$ cat src/rtl/la_rstseq_pkg.sv
// Shared definitions for the multi-channel reset sequencer:
// FSM state encoding and a width helper that never returns zero.
package la_rstseq_pkg;

  localparam logic [1:0] ENC_ASSERT  = 2'd0;
  localparam logic [1:0] ENC_HOLD    = 2'd1;
  localparam logic [1:0] ENC_RELEASE = 2'd2;
  localparam logic [1:0] ENC_RUN     = 2'd3;

  typedef enum logic [1:0] {
    ST_ASSERT  = ENC_ASSERT,
    ST_HOLD    = ENC_HOLD,
    ST_RELEASE = ENC_RELEASE,
    ST_RUN     = ENC_RUN
  } state_t;

  function automatic int clog2w(input int v);
    return (v <= 2) ? 1 : $clog2(v);
  endfunction

endpackage

$ cat src/rtl/la_dsync.sv
// STAGES-deep single-bit synchronizer; synchronous reset clears every stage to 0.
module la_dsync #(
  parameter string PROP   = "DEFAULT",
  parameter int    STAGES = 2
) (
  input  logic clk,
  input  logic rst,
  input  logic d,
  output logic q
);

  logic [STAGES-1:0] sr;

  // Non-default hints keep the chain in its own scope so a tech flow can swap in hardened cells.
  if (PROP == "DEFAULT") begin : g_generic
    always_ff @(posedge clk) begin
      if (rst) sr <= '0;
      else     sr <= {sr[STAGES-2:0], d};
    end
  end else begin : g_tech
    always_ff @(posedge clk) begin
      if (rst) sr <= '0;
      else     sr <= {sr[STAGES-2:0], d};
    end
  end

  assign q = sr[STAGES-1];

endmodule

$ cat src/rtl/la_rstseq.sv
// Multi-channel reset sequencer: synchronizes active-low requests, holds all outputs
// in reset while any is active, then releases channels in order, channel 0 first.
module la_rstseq
  import la_rstseq_pkg::*;
#(
  parameter string PROP   = "DEFAULT",
  parameter int    N      = 4,
  parameter int    STAGES = 2,
  parameter int    HOLD   = 16,
  parameter int    GAP    = 4
) (
  input  logic         clk,
  input  logic         rst,
  input  logic [N-1:0] nreq_in,
  input  logic         force_reset,
  output logic [N-1:0] nrst_out,
  output logic         busy,
  output logic         done
);

  localparam int CW = clog2w(((HOLD > GAP) ? HOLD : GAP) + 1);
  localparam int IW = clog2w(N);
  localparam logic [CW-1:0] HOLD_LAST = CW'((HOLD > 0) ? HOLD - 1 : 0);
  localparam logic [CW-1:0] GAP_LAST  = CW'(GAP - 1);
  localparam logic [IW-1:0] IDX_LAST  = IW'(N - 1);

  logic [N-1:0]  nreq_sync;
  logic          req_ok;
  logic          do_rel;
  state_t        state;
  logic [CW-1:0] cnt;
  logic [IW-1:0] idx;

  for (genvar i = 0; i < N; i++) begin : g_sync
    la_dsync #(.PROP(PROP), .STAGES(STAGES)) u_sync (
      .clk (clk),
      .rst (rst),
      .d   (nreq_in[i]),
      .q   (nreq_sync[i])
    );
  end

  assign req_ok = &nreq_sync;

  // A release step happens either straight out of ASSERT (no hold), at the end of HOLD, or every GAP in RELEASE.
  always_comb begin
    do_rel = 1'b0;
    case (state)
      ST_ASSERT:  do_rel = (HOLD == 0);
      ST_HOLD:    do_rel = (cnt == HOLD_LAST);
      ST_RELEASE: do_rel = (cnt == GAP_LAST);
      default:    do_rel = 1'b0;
    endcase
  end

  always_ff @(posedge clk) begin
    if (rst || !req_ok || force_reset) begin
      state    <= ST_ASSERT;
      cnt      <= '0;
      idx      <= '0;
      nrst_out <= '0;
      busy     <= 1'b0;
      done     <= 1'b0;
    end else if (do_rel) begin
      nrst_out <= nrst_out | (N'(1) << idx);
      cnt      <= '0;
      if (idx == IDX_LAST) begin
        state <= ST_RUN;
        busy  <= 1'b0;
        done  <= 1'b1;
      end else begin
        state <= ST_RELEASE;
        idx   <= idx + 1'b1;
        busy  <= 1'b1;
      end
    end else begin
      case (state)
        ST_ASSERT: begin
          state <= ST_HOLD;
          cnt   <= '0;
          busy  <= 1'b1;
        end
        ST_HOLD, ST_RELEASE: begin
          if (cnt != '1) cnt <= cnt + 1'b1;
        end
        default: ;
      endcase
    end
  end

endmodule
$ cat config.mk
export PLATFORM = sky130hd
export DESIGN_NAME = la_rstseq
export DESIGN_NICKNAME = d
export VERILOG_FILES = /design/src/rtl/la_rstseq_pkg.sv /design/src/rtl/la_dsync.sv /design/src/rtl/la_rstseq.sv
export SDC_FILE = /design/constraint.sdc
export NUM_CORES = 1
export LEC_CHECK = 0
export ABC_AREA = 1
export CORE_UTILIZATION = 56
export CTS_BUF_LIST = sky130_fd_sc_hd__clkbuf_4
export DETAILED_ROUTE_END_ITERATION = 12
export PLACE_DENSITY = 0.87
export REMOVE_ABC_BUFFERS = 1
export SLEW_MARGIN = 15
export SYNTH_ARGS = -nofsm -noshare
export SYNTH_HDL_FRONTEND = slang
export SYNTH_SLANG_ARGS = --single-unit
$ cat constraint.sdc
create_clock -name clk -period 1.6 [get_ports clk]
set_input_delay 0.32 -clock clk [delete_from_list [all_inputs] [get_ports clk]]
set_output_delay 0.32 -clock clk [all_outputs]
set_load 0.01 [all_outputs]
Word level (Yosys, flattened, before mapping)
Index checks and enable logic that the tools add are counted.
{"block": "totals", "regBits": 23, "input_bits": 7}
{"block": "classes", "reduce_logical": 12, "eq_ne": 7, "muxes": 9, "n_addsub": 2, "shifts": 1, "n_bitwise": 2}
{"op": "$pmux 5 s2", "n": 1}
{"op": "$reduce_and 2->1", "n": 3}
{"op": "$add 5x1->5 const B", "n": 1}
{"op": "$eq 5x2->1 const B", "n": 1}
{"op": "$eq 5x4->1 const B", "n": 1}
{"op": "$mux 5", "n": 1}
{"op": "$ne 5x5->1 const B", "n": 1}
{"op": "$eq 2x2->1 const B", "n": 2}
{"op": "$mux 1", "n": 4}
{"op": "$mux 2", "n": 2}
{"op": "$or 4x4->4", "n": 1}
{"op": "$reduce_and 4->1", "n": 1}
{"op": "$reduce_bool 2->1", "n": 2}
{"op": "$reduce_or 2->1", "n": 2}
{"op": "$shl 1x2->4 const A", "n": 1}
{"op": "$add 2x1->2 const B", "n": 1}
{"op": "$eq 2x1->1 const B", "n": 1}
{"op": "$logic_not 2->1", "n": 1}
{"op": "$logic_or 1x1->1", "n": 2}
{"op": "$ne 2x2->1 const B", "n": 1}
{"op": "$pmux 1 s2", "n": 1}
{"op": "$logic_not 1->1", "n": 1}
{"op": "$not 1->1", "n": 1}

Logic depth before layout (Yosys ltp)
Gate-level depths: netlist of run 1.
{"block": "logic_depth", "ltp_word": 5, "ltp_mapped": 10}

Hierarchy
A second synthesis of run 1 with hierarchy kept.
{"block": "unflattened", "hier_cells": 131, "hier_area_um2": 1008.5}
{"mod": "la_rstseq", "n_inst": 1, "cells_each": 107, "area_each_um2": 788.3, "seq_area_each_um2": 300.3}
{"mod": "la_dsync", "n_inst": 4, "cells_each": 6, "area_each_um2": 55.1, "seq_area_each_um2": 40.0}

Worst setup path before layout of run 1
No wires, ideal clock.
{"block": "synth_path", "path_kind": "reg-to-reg", "from": "register cnt[0]", "to": "register cnt[0]", "arrival_ps": 1333, "path_buffers": 0, "slack_ps": 201, "t_required_ps": 1534, "path_stages_with_launch": 9, "synth_period_minus_slack_ps": 1399, "cell_sequence": "dfxtp_1 > ha_1 > nand2_1 > nor2_1 > ha_1 > nor2_2 > inv_2 > or2_1 > a21oi_2"}
{"block": "synth_between", "elab_chain_len": 3, "word_cells_on_any_way": 10, "classes_between": "add/sub: 1; eq/ne: 4; mux: 3; reduce/logical: 2"}
{"item": "start: declaration", "line": "la_rstseq.sv:31", "text": "logic [CW-1:0] cnt;"}
{"item": "start signal: assignment", "line": "la_rstseq.sv:84", "text": "if (cnt != '1) cnt <= cnt + 1'b1;"}
{"item": "$add 5x1->5, or another cell as far along", "line": "la_rstseq.sv:84"}
{"item": "$mux 5, or another cell as far along", "line": "la_rstseq.sv:84"}
{"item": "$pmux 5 s2, or another cell as far along", "line": "la_rstseq.sv:77", "text": "case (state)"}
Parallel ways exist; a longest one is shown, timed or not. The select of a mux whose other input is x is not followed.
A chain may end at the register's enable or synchronous reset.

Final worst setup path of run 1
{"block": "layout_path", "from": "register nrst_out[1]", "to": "output port nrst_out[1]"}
{"item": "start: declaration", "line": "la_rstseq.sv:16", "text": "output logic [N-1:0] nrst_out,"}
{"item": "start signal: assignment", "line": "la_rstseq.sv:65", "text": "nrst_out <= nrst_out | (N'(1) << idx);"}
No word-level cell between the ends.

==> results of run 1 <==
## worst max path at each step
stage | endpoint | slack [ns] | depth (start not counted)
2_1_floorplan | cnt[0] | 0.20 | 8
3_3_place_gp | cnt[0] | 0.12 | 8
3_5_place_dp | cnt[0] | 0.11 | 8
4_1_cts | nrst_out[0] | 0.08 | 1
5_1_grt | idx[0] | 0.02 | 7
6_report | nrst_out[1] | 0.09 | 1
## power by group through the flow
| stage | combinational (mW) | clock, mW | sequential [mW] |
|---|---|---|---|
| floorplan | 0.00980 | 0 | 0.597 |
| global placement | 0.0303 | 0 | 0.598 |
| detailed placement | 0.0317 | 0 | 0.598 |
| CTS | 0.0317 | 0.272 | 0.585 |
| global route | 0.0348 | 0.294 | 0.586 |
| finish | 0.0311 | 0.260 | 0.585 |
## state kept, by name (all words and copies together) (netlist names)
register / count
g_sync.u_sync.sr: 8
cnt: 5
nrst_out: 4
idx: 2
state: 2
busy: 1
done: 1
## logic make-up after synthesis
group	count (synthesis)
compound gates	14
buf+inv	27
fa+ha+maj	8
simple gates	56
flops	23
## routing by layer
layer  vias up  track usage, %  part of all wire [%]
met5         -               0                     0
met4         0            10.6                   1.2
met3         2            4.76                   2.5
met2        12            31.1                    52
met1       352            20.1                    44
li1        422               -                     -
## stage by stage
stage | power, mW | instance area (µm²)
after detailed placement | 0.630 | 1220
after floorplan | 0.607 | 1060
final | 0.876 | 1260
after global placement | 0.628 | 1220
after CTS | 0.889 | 1250
after global routing | 0.914 | 1260
## final cells by class
class,instances,share of cell area [%]
multi-input combinational,78,40.0
clock buffer,3,1.79
inverter,26,7.94
tap,25,2.48
clock inverter,1,0.397
timing repair buffer,14,10.7
sequential,23,36.7
## Yosys cell counts
library cell	number	area [µm²]
a21oi_1	1	5.00
a21oi_2	11	96.3
buf_6	1	11.3
dfxtp_1	23	460
ha_1	8	100
inv_1	23	86.3
inv_2	2	7.51
inv_4	1	6.26
nand2_1	20	75.1
nand2_2	2	12.5
nand2_4	1	11.3
nand3_1	7	35.0
nand3_2	1	10.0
nand3_4	1	17.5
nor2_1	19	71.3
nor2_2	1	6.26
nor2_4	2	22.5
nor2_8	1	20.0
o211ai_1	1	7.51
o21ai_0	1	5.00
or2_1	1	6.26
## what timing repair did
action | 4_1_cts | 5_1_grt
gates resized for setup | 0 | 3
buffers inserted | 0 | 1
setup endpoints to repair | 0 | 3
==> results.txt, run 1 <==
outcome - completed
Root Driver - clkbuf_4
drt drc - 0
nets@finish - 161
Pwr Density - 694 mW/mm²
Max clock buf depth - 2
fmax - 0.664 GHz
Cells after Synth - 128
RSZ-0062 raised after global routing - false
Adder-Cell Fraction of Synth Area - 9.32%
non-filler cells, final - 170
# setup viols final - 0
share of layout cells above drive strength 1 - 22.1%
Pre-Repair DR Iteration Count - 3
die width - 45.8 µm
setup ws final - 0.0929 ns
H-tree depth - 1
FF+latch area - 463 µm²
CP Capture Type - primary output
worst path bufs/invs - 1
CTS buffer count - 3
LEAKAGE - 0.510 nW
placed cells - 165
hpwl dp - 1280 µm
synthesized flop and latch total - 23
num rows - 15
post-synthesis cell area - 0.00107 mm²
startpoint types - flop
clock share of power - 29.6%
Worst Skew - 0.00681 ns
clk_lat worst skew - 0.31 ns
die extent in y - 45.8 µm
Crit-path slowest cell - clkdlybuf4s50_1
DR WL/cell - 9.48 µm
worst r2r dst - cnt[0]
crit path time final - 1.51 ns
WP data arrival - 1.19 ns
grt ovf - 0
Avg Cell Area, Syn - 8.39 µm²
largest net degree at the start of global routing - 14
CP delay by family, top - buffers and inverters
critical path peak fanout - 2
CP startpoint - nrst_out[1]
commonest non-fill, non-tap cells in the layout - 23 x inv_1, 21 x dfxtp_1, 20 x nand2_1
Slew HR - 87.3%
Synth Area in Simple Gates - 26.8%
Port Buffers - 12
main combinational cell family by area after synthesis - simple AND/OR/NAND/NOR gates
hold_sp - g_sync[2].u_sync.sr[0]
Setup TNS - 0 ns
Hold Path Sink - g_sync[2].u_sync.sr[1]
net switching power - 0.182 mW
clk sink count - 23
global-route wire length before repair - 2630 µm
R2R setup slack - 0.14 ns
r2r worst-path depth - 8
yosys warns - 0
Initial Util - 60.9%
Max Cap Viol - 0
initial antenna violation count - 0
VDD IR max - 502 µV
vias in the first global route - 683
switching share of power - 20.7%
sequential share of power - 66.8%
post-synthesis sequential area ratio - 42.9%
Via Count - 788
Comb pwr share - 3.5%
DRT antenna net count - 0
dpl ws - 0.110 ns
Tot GR Track Use - 18.2%
crit-path cells - clkdlybuf4s50_1
hold_buf cts - 0
# IOs - 13
Final period util - 94.2%
Worst EP required - 1.28 ns
number of diodes - 0
Slew Viols, Final - 0
Layout Utilization - 71.5%
mux share of post-synthesis cell area - 0%
slowest stage delay, CP - 0.53 ns
area grow syn2layout - 17.5%
xor and xnor area share after synthesis - 0%
Unique masters post-synth - 21
worst hold stages - 2
commonest non-fill, non-tap cell in the layout - inv_1
critical path class - flop to primary output
die area - 0.00210 mm²
hold_ws - 0.410 ns
GP Congestion - 0.754
compound-cell area share of the yosys netlist - 10.6%
area occupied by multi-input gates - 504 µm²
Routed WL - 1610 µm
Core Area - 0.00176 mm²
Internal - 0.694 mW
DR vias/cell - 4.64
Reg clk slew, reported paths - 0.12 ns
Hold Crit Class - flop to flop
Slew @ Worst Pin - 0.188 ns
worst r2r src - cnt[0]
Hold Fails Final Rpt - 0
DRT iter0 DRCs - 12
CTS tree - done
fill count - 154
Power figures use the tool's default switching activity.
==> run 2: changes to the inputs <==
- GPL_TIMING_DRIVEN: not set -> 0
==> run 2 against run 1 <==
Compared with the run above:
- final cell count shrank 0.59%
- critical endpoint is now busy
- global-route usage increased by 1.2 points
- highest routed layer unchanged
- clock power is 3% higher
- register-to-register slack got worse by 0.03 ns
- hold slack gained 0.0019 ns
==> results.txt, run 2 (synthesis results as in run 1) <==
outcome - completed
initial antenna violation count - 0 (unchanged)
Final period util - 95.8% (+1.6 points)
dpl cell area - 0.00121 mm² (-0.61%)
Worst Skew - 0.00436 ns (-0.00245 ns)
DR WL/cell - 10.3 µm (+8.3%)
placed cells - 164 (-0.61%)
net switching power - 0.189 mW (+3.9%)
R2R setup slack - 0.11 ns (-0.03 ns)
number of diodes - 0 (unchanged)
worst r2r src - state[0]
num rows - 15 (unchanged)
Port Buffers - 12 (unchanged)
startpoint types - flop
fmax - 0.653 GHz (-1.6%)
hold_buf cts - 0 (unchanged)
clk sink count - 23 (unchanged)
DR vias/cell - 4.83 (+4.2%)
Reg clk slew, reported paths - 0.12 ns (about the same)
global-route wire length before repair - 2780 µm (+5.8%)
design area - 0.00126 mm² (-0.30%)
GP Congestion - 0.752 (-0.23%)
grt ovf - 0 (unchanged)
sequential share of power - 66.4% (-0.4 points)
CTS tree - done
hpwl dp - 1300 µm (+1.5%)
worst hold stages - 2 (unchanged)
Hold Crit Class - flop to flop
Slew HR - 77.5% (-9.9 points)
Layout Utilization - 71.3% (-0.21 points)
Tot GR Track Use - 19.4% (+1.2 points)
r2r worst-path depth - 7 (-1)
commonest non-fill, non-tap cells in the layout - 23 x inv_1, 22 x dfxtp_1, 20 x nand2_1
nets@finish - 160 (-0.62%)
WP data arrival - 1.21 ns (+0.02 ns)
area grow syn2layout - 17.1%
clk_lat worst skew - 0.32 ns (about the same)
vias in the first global route - 716 (+4.8%)
Power, Total - 0.882 mW (+0.68%)
worst path bufs/invs - 1 (unchanged)
max FFs per register - 8 (unchanged)
share of layout cells above drive strength 1 - 20.8% (-1.2 points)
Hold Fails Final Rpt - 0 (unchanged)
Pwr Density - 701 mW/mm² (+0.98%)
Initial Util - 60.9% (unchanged)
Pre-Repair DR Iteration Count - 4 (+1)
die extent in y - 45.8 µm (unchanged)
CP Capture Type - primary output
Root Driver - clkbuf_4
non-filler cells, final - 169 (-0.59%)
die width - 45.8 µm (unchanged)
biggest regs - g_sync.u_sync.sr: 8 flops, cnt: 5 flops, nrst_out: 4 flops
VDD IR max - 502 µV (+0.12%)
largest net degree at the start of global routing - 14 (unchanged)
Internal - 0.693 mW (-0.17%)
# IOs - 13 (unchanged)
Max Cap Viol - 0 (unchanged)
H-tree depth - 1 (unchanged)
# setup viols final - 0 (unchanged)
Slew Viols, Final - 0 (unchanged)
worst r2r dst - busy
CTS buffer count - 3 (unchanged)
DRT iter0 DRCs - 16 (+4)
CP delay by family, top - buffers and inverters
Slew @ Worst Pin - 0.337 ns (+0.149 ns)
DRT antenna net count - 0 (unchanged)
switching share of power - 21.4% (+0.66 points)
Core Area - 0.00176 mm² (unchanged)
critical path class - flop to primary output
Hold Path Sink - g_sync[2].u_sync.sr[1]
Max clock buf depth - 2 (unchanged)
Crit-path slowest cell - clkdlybuf4s50_1
slowest stage delay, CP - 0.54 ns (about the same)
fill count - 148 (-3.9%)
Comb pwr share - 3.3% (-0.2 points)
Biggest register - g_sync.u_sync.sr
die area - 0.00210 mm² (unchanged)
hold_sp - g_sync[2].u_sync.sr[0]
LEAKAGE - 0.508 nW (-0.40%)
crit-path cells - clkdlybuf4s50_1
critical path peak fanout - 2 (unchanged)
Worst EP required - 1.28 ns (about the same)
Via Count - 816 (+3.6%)
crit path time final - 1.53 ns (+0.0252 ns)
commonest non-fill, non-tap cell in the layout - inv_1
Routed WL - 1730 µm (+7.6%)
clock share of power - 30.4% (+0.8 points)
drt drc - 0 (unchanged)
run 2: changes by cell type in the layout (fill, tap and decap cells not counted):
cell,delta
buf_4,-1
dfxtp_1,+1
dfxtp_2,-1
nor2_2,-1
nor2_4,+1
run 2: power groups by stage:
stage / Combinational (mW) / Sequential (mW) / Clock [mW]
after floorplan: 0.00980 / 0.597 / 0
after global placement: 0.0283 / 0.598 / 0
after detailed placement: 0.0294 / 0.598 / 0
after CTS: 0.0295 / 0.585 / 0.281
after global routing: 0.0321 / 0.586 / 0.305
final: 0.0289 / 0.585 / 0.268
run 2: per-layer routing:
metal  part of all wire, %  track usage (%)  vias up
li1                      -                -      422
met1                    42             20.7      372
met2                    52             33.7       17
met3                   2.5             3.57        5
met4                   3.1             14.1        0
met5                     0                0        -
run 2: through the flow:
step                      hold WS (ns)  setup slack, ns  TNS [ns]
final                            0.412           0.0677         0
after global routing             0.430          -0.0154   -0.0385
after CTS                        0.419           0.0479         0
after detailed placement         0.405          -0.0374    -0.133
after global placement           0.390          -0.0232    -0.103
after floorplan                  0.388            0.201         0
run 2: worst max-delay path by stage:
stage | startpoint | cells past startpoint | endpoint | slack [ns]
after floorplan | cnt[0] | 8 | cnt[0] | 0.20
after global placement | rst | 6 | cnt[1] | -0.02
after detailed placement | rst | 6 | cnt[4] | -0.04
after CTS | cnt[0] | 8 | cnt[0] | 0.05
after global routing | state[0] | 8 | idx[0] | -0.02
final | busy | 1 | busy | 0.07
run 2: cell type report:
| class | instances | area, µm² | area share (%) |
|---|---|---|---|
| clock buffer | 3 | 22.5 | 1.79 |
| clock inverter | 1 | 5.00 | 0.398 |
| inverter | 26 | 100 | 7.96 |
| multi-input combinational | 78 | 509 | 40.5 |
| sequential | 23 | 462 | 36.7 |
| tap | 25 | 31.3 | 2.49 |
| timing repair buffer | 13 | 128 | 10.1 |
run 2: timing repair:
| item | 4_1_cts | 5_1_grt |
|---|---|---|
| setup buffers | 0 | 1 |
| hold endpoints to repair | 0 | 0 |
| gates resized for setup | 0 | 3 |
| setup endpoints to repair | 0 | 4 |
==> run 3: changes to the inputs <==
- clock period: 1.6 -> 1.7 ns (I/O delays scaled with it)
==> run 3 against run 2 <==
Compared with the run above:
- sequential share of layout area up 0.38 points
- clock skew up 0.0016 ns
- total power down 5.3%
- via count down 1.7%
- hold slack worse by 0.0021 ns
- critical path type unchanged
- largest power group unchanged
- final cell count down 0.59%
- sequential power down 5.8%
==> results.txt, run 3 (synthesis results as in run 1) <==
outcome - completed
Pwr Density - 673 mW/mm² (-4.0%)
Slew HR - 77.5% (about the same)
Crit-path slowest cell - clkdlybuf4s50_1
r2r worst-path depth - 8 (+1)
hold_buf cts - 0 (unchanged)
worst r2r dst - cnt[0]
LEAKAGE - 0.504 nW (-0.62%)
crit-path cells - clkdlybuf4s50_1
CP startpoint - busy
RSZ-0062 raised after global routing - false
DR WL/cell - 9.87 µm (-3.8%)
Pre-Repair DR Iteration Count - 3 (-1)
CTS buffer count - 3 (unchanged)
# setup viols final - 0 (unchanged)
CP Depth - 1 (unchanged)
Port Buffers - 12 (unchanged)
Slew @ Worst Pin - 0.337 ns (+0.0000482 ns)
Max clock buf depth - 2 (unchanged)
R2R setup slack - 0.15 ns (+0.04 ns)
post-CTS sizing - 0 (unchanged)
Hold Crit Class - flop to flop
biggest regs - g_sync.u_sync.sr: 8 flops, cnt: 5 flops, nrst_out: 4 flops
Tot GR Track Use - 19.4% (unchanged)
design area - 0.00124 mm² (-1.3%)
num rows - 15 (unchanged)
die extent in y - 45.8 µm (unchanged)
Routed WL - 1660 µm (-4.4%)
Worst EP required - 1.36 ns (+0.08 ns)
slowest stage delay, CP - 0.54 ns (about the same)
fmax - 0.642 GHz
Initial Util - 60.9% (unchanged)
number of diodes - 0 (unchanged)
Hold Fails Final Rpt - 0 (unchanged)
Final period util - 91.7%
GP Congestion - 0.752 (unchanged)
DRT antenna net count - 0 (unchanged)
# IOs - 13 (unchanged)
Worst Skew - 0.00599 ns (+0.00162 ns)
worst r2r src - cnt[0]
die area - 0.00210 mm² (unchanged)
clk_lat worst skew - 0.32 ns (about the same)
critical path class - flop to primary output
startpoint types - flop
share of layout cells above drive strength 1 - 18.9% (-2.0 points)
global routing usage on met1 - 20.7% (unchanged)
M3 GR Usage - 3.57% (unchanged)
clk sink count - 23 (unchanged)
vias in the first global route - 716 (unchanged)
nets@finish - 159 (-0.63%)
GR Util met2 - 33.7% (unchanged)
CP delay by family, top - buffers and inverters
Biggest register - g_sync.u_sync.sr
Reg clk slew, reported paths - 0.13 ns (about the same)
grt ovf - 0 (unchanged)
VDD IR max - 541 µV (+7.7%)
hold_ws - 0.410 ns (-0.00207 ns)
GR peak layer - met2
Setup TNS - 0 ns (unchanged)
commonest non-fill, non-tap cells in the layout - 23 x inv_1, 23 x dfxtp_1, 20 x nand2_1
CP endpoint - busy
area grow syn2layout - 15.6%
DRT iter0 DRCs - 11 (-5)
hpwl dp - 1300 µm (unchanged)
Core Area - 0.00176 mm² (unchanged)
CTS tree - done
largest net degree at the start of global routing - 14 (unchanged)
initial antenna violation count - 0 (unchanged)
die width - 45.8 µm (unchanged)
Max Cap Viol - 0 (unchanged)
DR vias/cell - 4.77 (-1.1%)
Slew Viols, Final - 0 (unchanged)
Post-CTS Setup Bufs - 0 (unchanged)
H-tree depth - 1 (unchanged)
max FFs per register - 8 (unchanged)
fill count - 155 (+4.7%)
critical path peak fanout - 2 (unchanged)
dpl cell area - 0.00121 mm² (unchanged)
drt drc - 0 (unchanged)
Root Driver - clkbuf_4
Via Count - 802 (-1.7%)
CP Capture Type - primary output
WP data arrival - 1.22 ns (about the same)
worst path bufs/invs - 1 (unchanged)
global-route wire length before repair - 2780 µm (unchanged)
crit path time final - 1.56 ns
run 3: worst min-delay path by stage:
| stage | from | end | cells after the start |
|---|---|---|---|
| 2_1_floorplan | g_sync[0].u_sync.sr[0] | g_sync[0].u_sync.sr[1] | 2 |
| 3_3_place_gp | g_sync[0].u_sync.sr[0] | g_sync[0].u_sync.sr[1] | 2 |
| 3_5_place_dp | g_sync[2].u_sync.sr[0] | g_sync[2].u_sync.sr[1] | 2 |
| 4_1_cts | g_sync[2].u_sync.sr[0] | g_sync[2].u_sync.sr[1] | 2 |
| 5_1_grt | g_sync[3].u_sync.sr[0] | g_sync[3].u_sync.sr[1] | 2 |
| 6_report | g_sync[2].u_sync.sr[0] | g_sync[2].u_sync.sr[1] | 2 |
run 3: area by class of cell:
cell class / instances / area (µm²) / area share (%)
multi-input combinational: 78 / 502 / 40.4
sequential: 23 / 460 / 37.1
timing repair buffer: 12 / 120 / 9.68
inverter: 26 / 100 / 8.06
tap: 25 / 31.3 / 2.52
clock buffer: 3 / 22.5 / 1.81
clock inverter: 1 / 5.00 / 0.403
run 3: metrics by stage:
stage	total power [mW]	instances	utilization, %	setup WS [ns]
after global routing	0.872	168	70.4	0.0212
final	0.835	168	70.4	0.141
after global placement	0.589	164	68.8	0.0568
after detailed placement	0.591	164	68.8	0.0426
after CTS	0.843	168	70.4	0.134
after floorplan	0.572	127	-	0.301
run 3: metal layers:
metal / routed length (µm) / up-vias
li1: - / 418
met1: 726 / 364
met2: 831 / 15
met3: 47 / 5
met4: 53 / 0
met5: 0 / -
run 3: where the power goes:
| part | internal [mW] | switching [mW] | total (mW) |
|---|---|---|---|
| Clock | 0.0883 | 0.169 | 0.257 |
| Sequential | 0.548 | 0.00301 | 0.551 |
| Combinational | 0.0164 | 0.0108 | 0.0272 |
| Total | 0.652 | 0.183 | 0.835 |
